===== config.mk =====
export PLATFORM = sky130hd
export DESIGN_NAME = seq_muldiv_unit
export DESIGN_NICKNAME = d
export VERILOG_FILES = /design/src/rtl/seq_muldiv_unit.sv
export SDC_FILE = /design/constraint.sdc
export NUM_CORES = 1
export LEC_CHECK = 0
export CORE_UTILIZATION = 50
export DETAILED_ROUTE_END_ITERATION = 6
export PLACE_DENSITY = 0.71
export SKIP_LAST_GASP = 1
export SLEW_MARGIN = 0
export SYNTH_ARGS = -nofsm -noshare
export SYNTH_HDL_FRONTEND = slang
export SYNTH_SLANG_ARGS = --single-unit

===== constraint.sdc =====
create_clock -name clk -period 2.6 [get_ports clk]
set_clock_uncertainty 0.05 [all_clocks]
set_input_delay 0.52 -clock clk [delete_from_list [all_inputs] [get_ports clk]]
set_output_delay 0.52 -clock clk [all_outputs]
set_load 0.02 [all_outputs]

===== src/rtl/seq_muldiv_unit.sv =====
// seq_muldiv_unit: multi-cycle multiply/divide unit for the 8-bit datapath.
// Operands come from the register bank read ports (rd1 -> a, rd2 -> b).
// The result goes back through the bank write port (wd3/wa3/we3).
// The start/busy/done handshake lets the control FSM stall while an operation runs.
//
// Optional build macro SEQ_MULDIV_SIGNED_EN adds the sgn input for two's
// complement operation. Magnitudes are taken when the operands are latched.
// The sign is fixed up combinationally in WB, so latency does not change.
//
// state  | meaning
// -------+---------------------------------------------------------------
// IDLE   | waiting for start; operands, op and dest latched on start
// RUN    | one shift-add / restoring-divide iteration per cycle, WIDTH cycles
// WB     | single write-back cycle: done=1, we3=1 unless dest==0
module seq_muldiv_unit #(
  parameter int WIDTH = 8,
  parameter int AW    = 3
) (
  input  logic             clk,
  input  logic             rst,
`ifdef SEQ_MULDIV_SIGNED_EN
  input  logic             sgn,
`endif
  input  logic             start,
  input  logic [1:0]       op,
  input  logic [WIDTH-1:0] a,
  input  logic [WIDTH-1:0] b,
  input  logic [AW-1:0]    dest,
  output logic             busy,
  output logic             done,
  output logic [WIDTH-1:0] wd3,
  output logic [AW-1:0]    wa3,
  output logic             we3,
  output logic             dz
);

  localparam int CW = $clog2(WIDTH + 1);

  localparam logic [1:0] S_IDLE = 2'd0;
  localparam logic [1:0] S_RUN  = 2'd1;
  localparam logic [1:0] S_WB   = 2'd2;

  logic [1:0]       state_q;
  logic [CW-1:0]    cnt_q;
  // acc_q: upper product half (MUL) or partial remainder (DIV)
  // lo_q:  multiplier shifting out / quotient shifting in
  logic [WIDTH-1:0] acc_q;
  logic [WIDTH-1:0] lo_q;
  logic [WIDTH-1:0] opb_q;
  logic [WIDTH-1:0] araw_q;
  logic [1:0]       op_q;
  logic [AW-1:0]    dest_q;
  logic             dz_pend_q;
  logic [WIDTH-1:0] wd3_q;
  logic [AW-1:0]    wa3_q;
  logic             dz_q;
`ifdef SEQ_MULDIV_SIGNED_EN
  logic             neg_q;
  logic             rneg_q;
  logic             a_neg;
  logic             b_neg;
`endif

  logic [WIDTH-1:0]   a_mag;
  logic [WIDTH-1:0]   b_mag;
  logic [WIDTH:0]     mul_sum;
  logic [WIDTH:0]     div_shift;
  logic               div_ge;
  logic [WIDTH-1:0]   div_rem;
  logic [2*WIDTH-1:0] prod;
  logic [WIDTH-1:0]   quot;
  logic [WIDTH-1:0]   rem;
  logic [WIDTH-1:0]   result;

  // operand magnitudes taken at latch time
  always_comb begin
    a_mag = a;
    b_mag = b;
`ifdef SEQ_MULDIV_SIGNED_EN
    a_neg = sgn & a[WIDTH-1];
    b_neg = sgn & b[WIDTH-1];
    if (a_neg) a_mag = ~a + WIDTH'(1);
    if (b_neg) b_mag = ~b + WIDTH'(1);
`endif
  end

  // single-iteration datapath for both shift-add multiply and restoring divide
  always_comb begin
    mul_sum   = {1'b0, acc_q} + (lo_q[0] ? {1'b0, opb_q} : '0);
    div_shift = {acc_q, lo_q[WIDTH-1]};
    div_ge    = (div_shift >= {1'b0, opb_q});
    div_rem   = WIDTH'(div_shift - {1'b0, opb_q});
  end

  // result selection with sign correction; divide-by-zero overrides the divide results
  always_comb begin
    prod = {acc_q, lo_q};
    quot = lo_q;
    rem  = acc_q;
`ifdef SEQ_MULDIV_SIGNED_EN
    if (neg_q) begin
      prod = ~prod + (2*WIDTH)'(1);
      quot = ~quot + WIDTH'(1);
    end
    if (rneg_q) rem = ~rem + WIDTH'(1);
`endif
    result = '0;
    case (op_q)
      2'b00:   result = prod[WIDTH-1:0];
      2'b01:   result = prod[2*WIDTH-1:WIDTH];
      2'b10:   result = dz_pend_q ? '1 : quot;
      default: result = dz_pend_q ? araw_q : rem;
    endcase
  end

  // control FSM and iteration registers
  always_ff @(posedge clk) begin
    if (!rst) begin
      state_q   <= S_IDLE;
      cnt_q     <= '0;
      acc_q     <= '0;
      lo_q      <= '0;
      opb_q     <= '0;
      araw_q    <= '0;
      op_q      <= '0;
      dest_q    <= '0;
      dz_pend_q <= 1'b0;
`ifdef SEQ_MULDIV_SIGNED_EN
      neg_q     <= 1'b0;
      rneg_q    <= 1'b0;
`endif
    end else begin
      case (state_q)
        S_IDLE: begin
          if (start) begin
            acc_q  <= '0;
            lo_q   <= a_mag;
            opb_q  <= b_mag;
            araw_q <= a;
            op_q   <= op;
            dest_q <= dest;
            cnt_q  <= CW'(WIDTH);
`ifdef SEQ_MULDIV_SIGNED_EN
            neg_q  <= a_neg ^ b_neg;
            rneg_q <= a_neg;
`endif
            if (op[1] && (b == '0)) begin
              dz_pend_q <= 1'b1;
              state_q   <= S_WB;
            end else begin
              dz_pend_q <= 1'b0;
              state_q   <= S_RUN;
            end
          end
        end
        S_RUN: begin
          cnt_q <= cnt_q - CW'(1);
          if (op_q[1]) begin
            acc_q <= div_ge ? div_rem : div_shift[WIDTH-1:0];
            lo_q  <= {lo_q[WIDTH-2:0], div_ge};
          end else begin
            acc_q <= mul_sum[WIDTH:1];
            lo_q  <= {mul_sum[0], lo_q[WIDTH-1:1]};
          end
          if (cnt_q == CW'(1)) state_q <= S_WB;
        end
        S_WB: begin
          state_q <= S_IDLE;
        end
        default: begin
          state_q <= S_IDLE;
        end
      endcase
    end
  end

  // write-back data, address and dz are held after WB
  always_ff @(posedge clk) begin
    if (!rst) begin
      wd3_q <= '0;
      wa3_q <= '0;
      dz_q  <= 1'b0;
    end else if (state_q == S_WB) begin
      wd3_q <= result;
      wa3_q <= dest_q;
      dz_q  <= dz_pend_q;
    end
  end

  // handshake and write-port outputs decoded from state
  always_comb begin
    busy = (state_q == S_RUN) || (state_q == S_WB);
    done = (state_q == S_WB);
    we3  = done && (dest_q != '0);
    wd3  = done ? result : wd3_q;
    wa3  = done ? dest_q : wa3_q;
    dz   = done ? dz_pend_q : dz_q;
  end

endmodule


==> summary.txt <==
Timing
  • Post-route clock period utilization: a little over nine tenths
  • Worst-Margin Slew: ~0.53 ns
  • Fin. Hold Viols: 0
  • Min setup slack post-route: ~0.16 ns
  • Setup TNS: 0 ns
  • Final critical-path required period: approximately 2.4 ns
  • Fin. max-slew vios: 0
  • Max Fclk: 409.8 MHz
  • Number of setup violations in the final report: 0
  • RSZ-0062 raised after global routing: no
  • Relative slew slack: between 60% and 70%

Critical path
  • Top Family by Delay on Critical Path: buffers and inverters
  • Critical setup path kind: reg -> out
  • Worst Path Required: 2.03 ns
  • Crit-path cells: inv_1 > ha_1 > buf_4 > o31a_1 > clkdlybuf4s50_1
  • Worst Path Max Fanout: 14
  • CP bufs+invs: 3
  • Worst path max stage delay: between 0.5 and 0.6 ns
  • CP max-delay cell: clkdlybuf4s50_1
  • Worst Path Arrival: 1.87 ns
  • CP endpoint kind: output pin
  • Startpoint types: register

Placed design
  • RD Place Congestion: 0.8534
  • Port bufs: 38
  • Final HPWL DP: 6473 um
  • Placement Setup Slack: between 0.2 and 0.25 ns

Synthesis
  • Cell count after synthesis: approximately 430
  • Synthesized Nets: roughly 470
  • Proportion of synthesized chip area in sequential cells: 33.36%
  • Complex-gate fraction of the synthesized area: 20.07%
  • Post-Syn Area: roughly 0.0034 sq mm
  • YS warnings: 0
  • Top_reg_cell synth: dfxtp_1
  • Area leader, netlist: dfxtp_1
  • Largest family of logic cells by synthesized area: simple AND/OR/NAND/NOR gates
  • Yosys top cell area share: between 30% and 40%
  • EDFF count, synth: 0
  • Syn avg cell area: 7.908 sq um
  • Mux contribution to synthesized area: between 7 and 8%
  • Post-Synth XOR/XNOR Area: around 2.1%
  • Post-synthesis cell type count: 53
  • Adder-Cell Fraction of Synth Area: between 9 and 10%
  • Largest cells by area after synthesis: dfxtp_1, nand2_1, ha_1
  • Synthesis-stage register bit count: 56
  • Most instantiated cells after synthesis: nand2_1, dfxtp_1, a21oi_1, nor2_1
  • Most frequent cell after synthesis: nand2_1
  • Post-Synth Simple-Gate Area: a little under a quarter
  • Post-synthesis async set-or-reset flop share: 0%

Status
  • Failing checks: DRC
  • Status: finished with violations

Power
  • Sequential share of power: 42.2%
  • Switch Pwr: roughly 800 uW
  • Combinational share of power: between 30% and 40%
  • Leak pwr: 0.001695 uW
  • Clock Power Share: 24.1%
  • PwrDens: 590.7 mW/mm^2
  • Peak supply drop: 0.3150 mV
  • Internal power: 1565 uW
  • Switching Share: 33.79%

Route
  • Final wirelength: 8339 um
  • Final ANT Viol Nets: 0
  • DRC: 4
  • Initial DRC Count: between 200 and 250
  • Via count: around 3k
  • Avg Vias per Cell: 5.592
  • WL per Instance: roughly 15 um
  • Drt first pass iters: 7

Floorplanning
  • Initial Utilization: about 52%
  • FP Rows: 29
  • Die footprint: approximately 0.007 sq mm
  • Die Height: roughly 84 um
  • Die extent in x: between 80 and 90 um
  • Placeable Area: approximately 0.0064 sq mm
  • I/O pins: 39

Finish
  • Antenna cell count: 0
  • Area of the multi-input gates: 0.002096 sq mm
  • Final #Nets: just over 500
  • Ratio of cells with drive above 1 in the final layout: 9.636%
  • Area grow syn2layout: 19.06%
  • Sequential Area: 0.001121 sq mm
  • # fillers: 600

Global route
  • Vias in the first global route: roughly 2.9k
  • Largest net degree at the start of global routing: 37
  • Global-route wire length before repair: around 14000 um
  • Congestion Overflow GR: 0
  • GRT Overall Usage: 25.28%
  • Antenna violations before repair: 0

Clock network
  • Root buf cell: clkbuf_8
  • Post-CTS Setup Inserts: 0
  • Total clock buffers created by CTS: 5
  • Clock sinks: 56
  • Clk buf depth: 2
  • Clk pin slew, worst setup/hold paths: about 0.10 ns
  • CTS tree: yes
  • H-tree depth: 2
  • Post_cts resized: 11
  • Clk_lat worst skew: 0.31 ns
  • Hold-fix buffers, CTS: 0

Job
  • Max cap viols: 0

Min path
  • Min-delay worst type: reg -> reg
==> worst reg2reg max path, cell delays in order, from the launching register on <==
cell     delay, ns
dfxtp_1       0.37
inv_1         0.09
ha_1          0.34
nor2b_1       0.25
o21ai_2       0.14
a31oi_4       0.31
nor2_4        0.12
or3_1         0.36
a32o_1        0.22
==> metal layers <==
metal,vias up,track usage (%),part of all wire [%]
li1,1561,-,-
met1,1386,35.38,48
met2,81,40.24,45
met3,14,3.759,5.8
met4,0,7.367,1.6
met5,-,0,0
==> stage by stage <==
step / std cells / power, uW / utilization [%] / cell area [sq um] / hold slack, ns
2_1_floorplan: 425 / 1549 / - / 3361 / 0.3866
3_3_place_gp: 536 / 1804 / 60.53 / 3887 / 0.3987
3_5_place_dp: 536 / 1816 / 60.53 / 3887 / 0.4006
4_1_cts: 544 / 2368 / 62.17 / 3993 / 0.4144
5_1_grt: 544 / 2507 / 62.30 / 4001 / 0.4390
6_report: 544 / 2364 / 62.30 / 4001 / 0.4138
==> path summary, 6_finish.rpt <==
path | cells past startpoint | end | slack [ns] | startpoint
setup / recovery | 5 | we3 | 0.16 | state_q[0]
hold / removal | 2 | araw_q[1] | 0.41 | araw_q[1]
setup reg to reg | 8 | acc_q[6] | 0.26 | opb_q[1]
hold reg to reg | 2 | araw_q[1] | 0.41 | araw_q[1]
==> logic make-up after synthesis <==
kind of cell | Yosys count
simple gates | 170
compound gates | 104
flops | 56
buf+inv | 40
mux | 24
fa+ha+maj | 23
xor+xnor | 8
==> layout make-up <==
type	instances	area share (%)
multi-input cells	329	52.38
flip-flops and latches	56	28.02
repair buffers	53	12.54
well taps	77	2.408
inverters	21	1.970
clock buffers	6	1.814
clock inverters	2	0.8755
==> cells in the final DEF, fill, tap and decap left out, drive strengths merged, types with 2 or more instances in the layout <==
cell type / n
nand2b: 3
o41ai: 2
xor2: 3
xnor2: 5
nand4b: 2
ha: 21
and2: 22
a211oi: 8
inv: 20
o21a: 4
mux2: 12
a31oi: 10
nand3: 5
fa: 2
a32o: 2
clkinv: 2
a32oi: 2
mux2i: 12
o311a: 4
dfxtp: 56
dlymetal6s2s: 3
nand2: 78
dlygate4sd2: 9
clkbuf: 6
a21boi: 2
nor2: 39
clkdlybuf4s50: 26
a21o: 3
o31a: 2
nor3: 10
o21ai: 14
nor2b: 4
nor4: 3
buf: 15
a21oi: 44
or3: 2
==> power by group through the flow <==
stage	clock, uW	combinational (uW)	sequential, uW
floorplan	0	559	990
global placement	0	790	1010
detailed placement	0	799	1020
CTS	576	795	997
global route	613	885	1010
finish	570	795	998
==> registers in the layout, summed over array words and instances, names as in the netlist <==
| signal | cells |
|---|---|
| dz_pend_q | 1 |
| cnt_q | 4 |
| wd3_q | 8 |
| op_q | 2 |
| dest_q | 3 |
| wa3_q | 3 |
| state_q | 2 |
| lo_q | 8 |
| dz_q | 1 |
| opb_q | 8 |
| acc_q | 8 |
| araw_q | 8 |
(Power assumes the default switching activity.)
